[config.mk]
export PLATFORM = sky130hd
export DESIGN_NAME = div_unit_16_flat
export DESIGN_NICKNAME = d
export VERILOG_FILES = /design/src/rtl/mips16_pkg.sv /design/src/rtl/div_unit_16_if.sv /design/src/rtl/div_unit_16_step.sv /design/src/rtl/div_unit_16.sv /design/src/flat_wrapper.sv
export SDC_FILE = /design/constraint.sdc
export NUM_CORES = 1
export LEC_CHECK = 0
export BUFFER_PORTS_ARGS = -buffer_cell sky130_fd_sc_hd__buf_2
export CORE_ASPECT_RATIO = 1.75
export CORE_UTILIZATION = 60
export CTS_BUF_LIST = sky130_fd_sc_hd__clkbuf_16
export CTS_CLUSTER_DIAMETER = 50
export CTS_CLUSTER_SIZE = 16
export DETAILED_ROUTE_END_ITERATION = 10
export HOLD_SLACK_MARGIN = 0.06
export PLACE_DENSITY = 0.85
export SETUP_SLACK_MARGIN = 0.5
export SKIP_CTS_REPAIR_TIMING = 1
export SLEW_MARGIN = 30
export SYNTH_ARGS = -nofsm -noshare
export SYNTH_HDL_FRONTEND = slang
export SYNTH_SLANG_ARGS = --single-unit
[constraint.sdc]
create_clock -name clk -period 4.7 [get_ports clk]
set_clock_uncertainty 0.15 [all_clocks]
set_input_delay 0 -clock clk [delete_from_list [all_inputs] [get_ports clk]]
set_output_delay 0 -clock clk [all_outputs]
set_load 0.02 [all_outputs]
[src/rtl/mips16_pkg.sv]
// Shared MIPS-16 datapath definitions.
// Width, divider FSM states, DIV/DIVU function codes.
package mips16_pkg;

    localparam int WIDTH = 16;

    localparam logic [5:0] FUNCT_DIV  = 6'h1A;
    localparam logic [5:0] FUNCT_DIVU = 6'h1B;

    typedef enum logic [1:0] {
        IDLE = 2'd0,
        CALC = 2'd1,
        FIX  = 2'd2
    } div_state_t;

    // -32768 maps to 16'h8000, read as an unsigned magnitude.
    function automatic logic [WIDTH-1:0] mag(
        input logic [WIDTH-1:0] v,
        input logic             s
    );
        return (s && v[WIDTH-1]) ? WIDTH'(-v) : v;
    endfunction

endpackage

[src/rtl/div_unit_16_if.sv]
// Request/response bundle between control unit and divider.
// Master is the control unit, slave is div_unit_16.
interface div_unit_16_if;
    import mips16_pkg::*;

    logic             start;
    logic             signed_op;
    logic [WIDTH-1:0] dividend;
    logic [WIDTH-1:0] divisor;
    logic [WIDTH-1:0] quotient;
    logic [WIDTH-1:0] remainder;
    logic             busy;
    logic             done;
    logic             div_zero;

    modport master (
        output start, signed_op, dividend, divisor,
        input  quotient, remainder, busy, done, div_zero
    );

    modport slave (
        input  start, signed_op, dividend, divisor,
        output quotient, remainder, busy, done, div_zero
    );

endinterface

[src/rtl/div_unit_16_step.sv]
// One combinational restoring-division step.
// The kept partial always fits WIDTH bits since it stays below the divisor.
module div_step
    import mips16_pkg::*;
(
    input  logic [WIDTH:0]   part_in,
    input  logic [WIDTH-1:0] dsr,
    output logic [WIDTH-1:0] part_out,
    output logic             q_bit
);

    logic [WIDTH:0] trial;

    assign trial    = part_in - {1'b0, dsr};
    assign q_bit    = ~trial[WIDTH];
    assign part_out = q_bit ? trial[WIDTH-1:0]
                            : part_in[WIDTH-1:0];

endmodule

[src/rtl/div_unit_16.sv]
// Multi-cycle 16-bit restoring divider for DIV/DIVU.
// One quotient bit per clock, sign fix-up in a final cycle.
module div_unit_16
    import mips16_pkg::*;
(
    input  logic         clk,
    input  logic         rst_n,
    div_unit_16_if.slave bus
);

    div_state_t       state_q, state_d;
    logic [3:0]       cnt_q;
    logic [WIDTH-1:0] rem_q;
    logic [WIDTH-1:0] dvd_q;
    logic [WIDTH-1:0] dsr_q;
    logic [WIDTH-1:0] quo_q;
    logic [WIDTH-1:0] rmd_q;
    logic             q_neg_q;
    logic             r_neg_q;
    logic             done_q;
    logic             dz_q;

    logic             accept;
    logic             zero_div;
    logic [WIDTH-1:0] rem_nx;
    logic             q_bit;

    assign accept   = (state_q == IDLE) && bus.start;
    assign zero_div = (bus.divisor == '0);

    div_step u_step (
        .part_in  ({rem_q, dvd_q[WIDTH-1]}),
        .dsr      (dsr_q),
        .part_out (rem_nx),
        .q_bit    (q_bit)
    );

    always_comb begin
        state_d = state_q;
        unique case (state_q)
            IDLE:    if (accept && !zero_div) state_d = CALC;
            CALC:    if (cnt_q == 4'd15) state_d = FIX;
            FIX:     state_d = IDLE;
            default: state_d = IDLE;
        endcase
    end

    always_ff @(posedge clk or negedge rst_n) begin
        if (!rst_n) state_q <= IDLE;
        else        state_q <= state_d;
    end

    // Quotient bits shift into the dividend register as it empties.
    always_ff @(posedge clk or negedge rst_n) begin
        if (!rst_n) begin
            cnt_q   <= '0;
            rem_q   <= '0;
            dvd_q   <= '0;
            dsr_q   <= '0;
            quo_q   <= '0;
            rmd_q   <= '0;
            q_neg_q <= 1'b0;
            r_neg_q <= 1'b0;
            done_q  <= 1'b0;
            dz_q    <= 1'b0;
        end else begin
            done_q <= 1'b0;
            if (accept) begin
                dz_q <= zero_div;
                if (zero_div) begin
                    quo_q  <= '1;
                    rmd_q  <= bus.dividend;
                    done_q <= 1'b1;
                end else begin
                    dvd_q   <= mag(bus.dividend, bus.signed_op);
                    dsr_q   <= mag(bus.divisor, bus.signed_op);
                    q_neg_q <= bus.signed_op &
                               (bus.dividend[WIDTH-1] ^ bus.divisor[WIDTH-1]);
                    r_neg_q <= bus.signed_op & bus.dividend[WIDTH-1];
                    rem_q   <= '0;
                    cnt_q   <= '0;
                end
            end else if (state_q == CALC) begin
                rem_q <= rem_nx;
                dvd_q <= {dvd_q[WIDTH-2:0], q_bit};
                cnt_q <= cnt_q + 4'd1;
            end else if (state_q == FIX) begin
                quo_q  <= q_neg_q ? WIDTH'(-dvd_q) : dvd_q;
                rmd_q  <= r_neg_q ? WIDTH'(-rem_q) : rem_q;
                done_q <= 1'b1;
            end
        end
    end

    assign bus.quotient  = quo_q;
    assign bus.remainder = rmd_q;
    assign bus.busy      = (state_q != IDLE);
    assign bus.done      = done_q;
    assign bus.div_zero  = dz_q;

endmodule

[src/flat_wrapper.sv]
// flat-port wrapper written by rule: the top's interface ports become plain ports
module div_unit_16_flat import mips16_pkg::*;
  (clk, rst_n, bus_start, bus_signed_op, bus_dividend, bus_divisor, bus_quotient, bus_remainder, bus_busy, bus_done, bus_div_zero);
  div_unit_16_if bus_i ();
  input  logic clk;
  input  logic rst_n;
  input wire logic [$bits(bus_i.start)-1:0] bus_start;
  input wire logic [$bits(bus_i.signed_op)-1:0] bus_signed_op;
  input wire logic [$bits(bus_i.dividend)-1:0] bus_dividend;
  input wire logic [$bits(bus_i.divisor)-1:0] bus_divisor;
  output wire logic [$bits(bus_i.quotient)-1:0] bus_quotient;
  output wire logic [$bits(bus_i.remainder)-1:0] bus_remainder;
  output wire logic [$bits(bus_i.busy)-1:0] bus_busy;
  output wire logic [$bits(bus_i.done)-1:0] bus_done;
  output wire logic [$bits(bus_i.div_zero)-1:0] bus_div_zero;
  assign bus_i.start = bus_start;
  assign bus_i.signed_op = bus_signed_op;
  assign bus_i.dividend = bus_dividend;
  assign bus_i.divisor = bus_divisor;
  assign bus_quotient = bus_i.quotient;
  assign bus_remainder = bus_i.remainder;
  assign bus_busy = bus_i.busy;
  assign bus_done = bus_i.done;
  assign bus_div_zero = bus_i.div_zero;
  div_unit_16 u_core (.clk(clk), .rst_n(rst_n), .bus(bus_i));
endmodule
==> flow_summary_export.csv <==
group,metric,value,unit
grt,grt_use_total,32.6,%
sta,worst_hold_slack,0.0185,ns
worst_setup_path,critPathTopFamily,"buffers and inverters",
grt,grt_overflow_total,0,
placement,gp_congestion,0.907,
yosys,yosysWarnings,0,
worst_hold_path,min_path_type,"input port to flop",
layout,final_cell_mix,"dfrtp_1 (90), nand2_1 (86), o21ai_0 (85)",
cts,cts_buffers,9,
layout,drive_gt1_share,13.2,%
layout,final_util,73.0,%
cts,clock_sinks,90,
sta,setup_violations,0,
sta,fmax,291,MHz
floorplanning,core,9470,um^2
cts,cts-htree-levels,3,
yosys,seq_area_frac_synth,38.4,%
detailed_routing,vias,5690,
worst_setup_path,ff2ff_path_depth,9,
worst_setup_path,worst-setup-path-type,"input port to flop",
yosys,synth_ff_type,"dfrtp_1",
sta,tns,0,ns
detailed_routing,wire_per_inst,18.2,um
yosys,netlist_area,5860,um^2
sta,rsz0062_at_grt,"no",
sta,slew_viol_final,0,
detailed_routing,drt_iter0_markers,434,
grt,grt_pass1_vias,5529,
yosys,yosys.cell_types.count,54,
floorplanning,die_h,133,um
layout,final_cell_area,6910,um^2
cts,clk_pin_slew,0.06,ns
yosys,synth-edff-count,0,
detailed_routing,firstDrtPassIters,5,
outcome,outcome,"finished clean",
detailed_routing,totalWireLength,16500,um
sta,worst_pin_slew,0.816,ns
worst_setup_path,slowest_delay,0.54,ns
yosys,ys_ff_latch,90,
placement,post-place-ws,1.29,ns
layout,syn_to_final_growth,18.0,%
floorplanning,row_count,47,
worst_setup_path,path_cells,"dlygate4sd3_1, buf_2, inv_1, ha_1, nor3b_1, nand3_1, or3_1, nor2_1, nor2_1, buf_4, inv_1, o21ai_0, o21ai_0",
pwr,p_leak,3.08,nW
sta,worst_slack,1.27,ns
worst_setup_path,crit_cells,13,
cts,cts_root_buffer,"clkbuf_16",
layout,final_common_cell,"dfrtp_1",
worst_setup_path,end_kind,"flop",
layout,n_antenna_cell,0,
sta,relSlewSlack,45.6,%
placement,hpwl,11700,um
placement,io_buffers,70,
pwr,max-vdd-ir-drop,0.421,mV
layout,final_nets,840,
worst_setup_path,cp_slowest_cell,"inv_1",
cts,tritoncts,"done",
worst_setup_path,cp_max_fo,29,
yosys,syn_nets,758,
sta,period_needed,3.43,ns
detailed_routing,drc,0,
placement,placed_cell_area,6270,um^2
grt,antenna_found_initial,0,
floorplanning,die_x,76.7,um
grt,grt_max_degree,91,
worst_setup_path,reg2reg_slack,1.46,ns
worst_hold_path,hold_depth,4,
layout,final_cells,908,
flow_run,max_cap_violations,0,
floorplanning,dieArea,10200,um^2
pwr,power,5.17,mW
detailed_routing,vias_per_cell,6.27,
worst_setup_path,start_kind,"input port",
detailed_routing,ant_nets,0,
cts,cts_buffer_depth,2,
floorplanning,start_util,61.9,%
worst_setup_path,required,4.81,ns
floorplanning,ioPinCount,71,
cts,clock_latency,0.35,ns
pwr,power_density,748,nW/um^2
placement,placedCellCount,859,
sta,hold_violations,0,
yosys,syn-mean-instance-area,8.37,um^2
yosys,synthArstFlopShare,100,%
yosys,netlist_instances,700,
grt,grt_pass1_wl,26300,um
worst_setup_path,arrival,3.55,ns
sta,fin_crit_sh,73.0,%
worst_setup_path,critPathBufInv,5,
## power breakdown
| group | internal, mW | total, mW | switching, mW |
|---|---|---|---|
| Sequential | 1.09 | 1.45 | 0.365 |
| Clock | 0.418 | 0.740 | 0.322 |
| Combinational | 1.24 | 2.98 | 1.74 |
## synth_stat cells (3+ instances only)
| cell type | count | area (um^2) |
|---|---|---|
| a211oi_1 | 4 | 30.0 |
| and2_1 | 7 | 43.8 |
| xnor2_1 | 29 | 254 |
| a21oi_1 | 55 | 275 |
| o21ai_1 | 3 | 15.0 |
| a31oi_1 | 5 | 31.3 |
| o21a_1 | 3 | 22.5 |
| nand3_1 | 22 | 110 |
| and3_1 | 3 | 18.8 |
| or2_2 | 3 | 18.8 |
| o41ai_1 | 7 | 61.3 |
| nor4_1 | 6 | 37.5 |
| o311ai_0 | 4 | 35.0 |
| nand2b_1 | 7 | 43.8 |
| ha_1 | 21 | 263 |
| clkbuf_1 | 37 | 139 |
| dfrtp_1 | 90 | 2250 |
| or4_1 | 4 | 30.0 |
| a21o_1 | 8 | 60.1 |
| or3_1 | 8 | 50.1 |
| nor2b_1 | 5 | 31.3 |
| o211ai_1 | 9 | 67.6 |
| nand2_1 | 86 | 323 |
| inv_1 | 28 | 105 |
| o31ai_1 | 12 | 90.1 |
| nor3_1 | 6 | 30.0 |
| or4_4 | 3 | 33.8 |
| nor2_1 | 59 | 221 |
| o21ai_0 | 85 | 425 |
| xor2_1 | 36 | 315 |
| nand4_1 | 4 | 25.0 |
| mux2i_1 | 15 | 150 |
## tightest hold or removal path, delay by kind of cell
| kind | cells | cell delay (ns) |
|---|---|---|
| buffers and inverters | 1 | 0.14 |
| and+or+nand+nor | 1 | 0.11 |
| AOI/OAI and AO/OA | 2 | 0.22 |
## worst paths after layout
kind                                           from                       end
min                                 bus_dividend[7]   u_core.bus.remainder[7]
min reg2reg                u_core.bus.remainder[10]  u_core.bus.remainder[10]
max reg2reg                         u_core.rem_q[6]           u_core.rem_q[9]
max in group asynchronous                     rst_n           u_core.cnt_q[0]
max                                  bus_divisor[0]  u_core.bus.remainder[15]
min in group asynchronous                     rst_n   u_core.bus.quotient[12]
## per-layer routing
metal  up-vias  track usage [%]  wire length, um
li1       2633                -                -
met1      2724             36.6             5860
met2       261             56.8             8770
met4         0             21.0              938
met3        72             4.76              916
met5         -                0                0
## layout make-up
cell class	count	area (um^2)
Inverter	28	105
Fill cell	726	2550
Clock buffer	9	225
Timing Repair Buffer	111	749
Clock inverter	6	72.6
Sequential cell	90	2250
Multi-Input combinational cell	542	3360
Tap cell	122	153
## cells by family (layout without fill, tap and decap cells)
kind of cell    count (synthesis)  count (layout)  synth area share, %
mux                            16              16                 2.75
flops                          90              90                 38.4
xor+xnor                       65              65                 9.71
buf+inv                        68             154                 4.38
compound gates                208             208                 21.3
fa+ha+maj                      22              22                 4.82
simple gates                  231             231                 18.6
## registers in the layout, summed over array words and instances, names as in the netlist
signal and flops:
u_core.bus.div_zero 1, u_core.bus.done 1, u_core.bus.quotient 16, u_core.bus.remainder 16, u_core.cnt_q 4, u_core.dsr_q 16, u_core.dvd_q 16, u_core.q_neg_q 1
u_core.r_neg_q 1, u_core.rem_q 16, u_core.state_q 2
(Power assumes the default switching activity.)
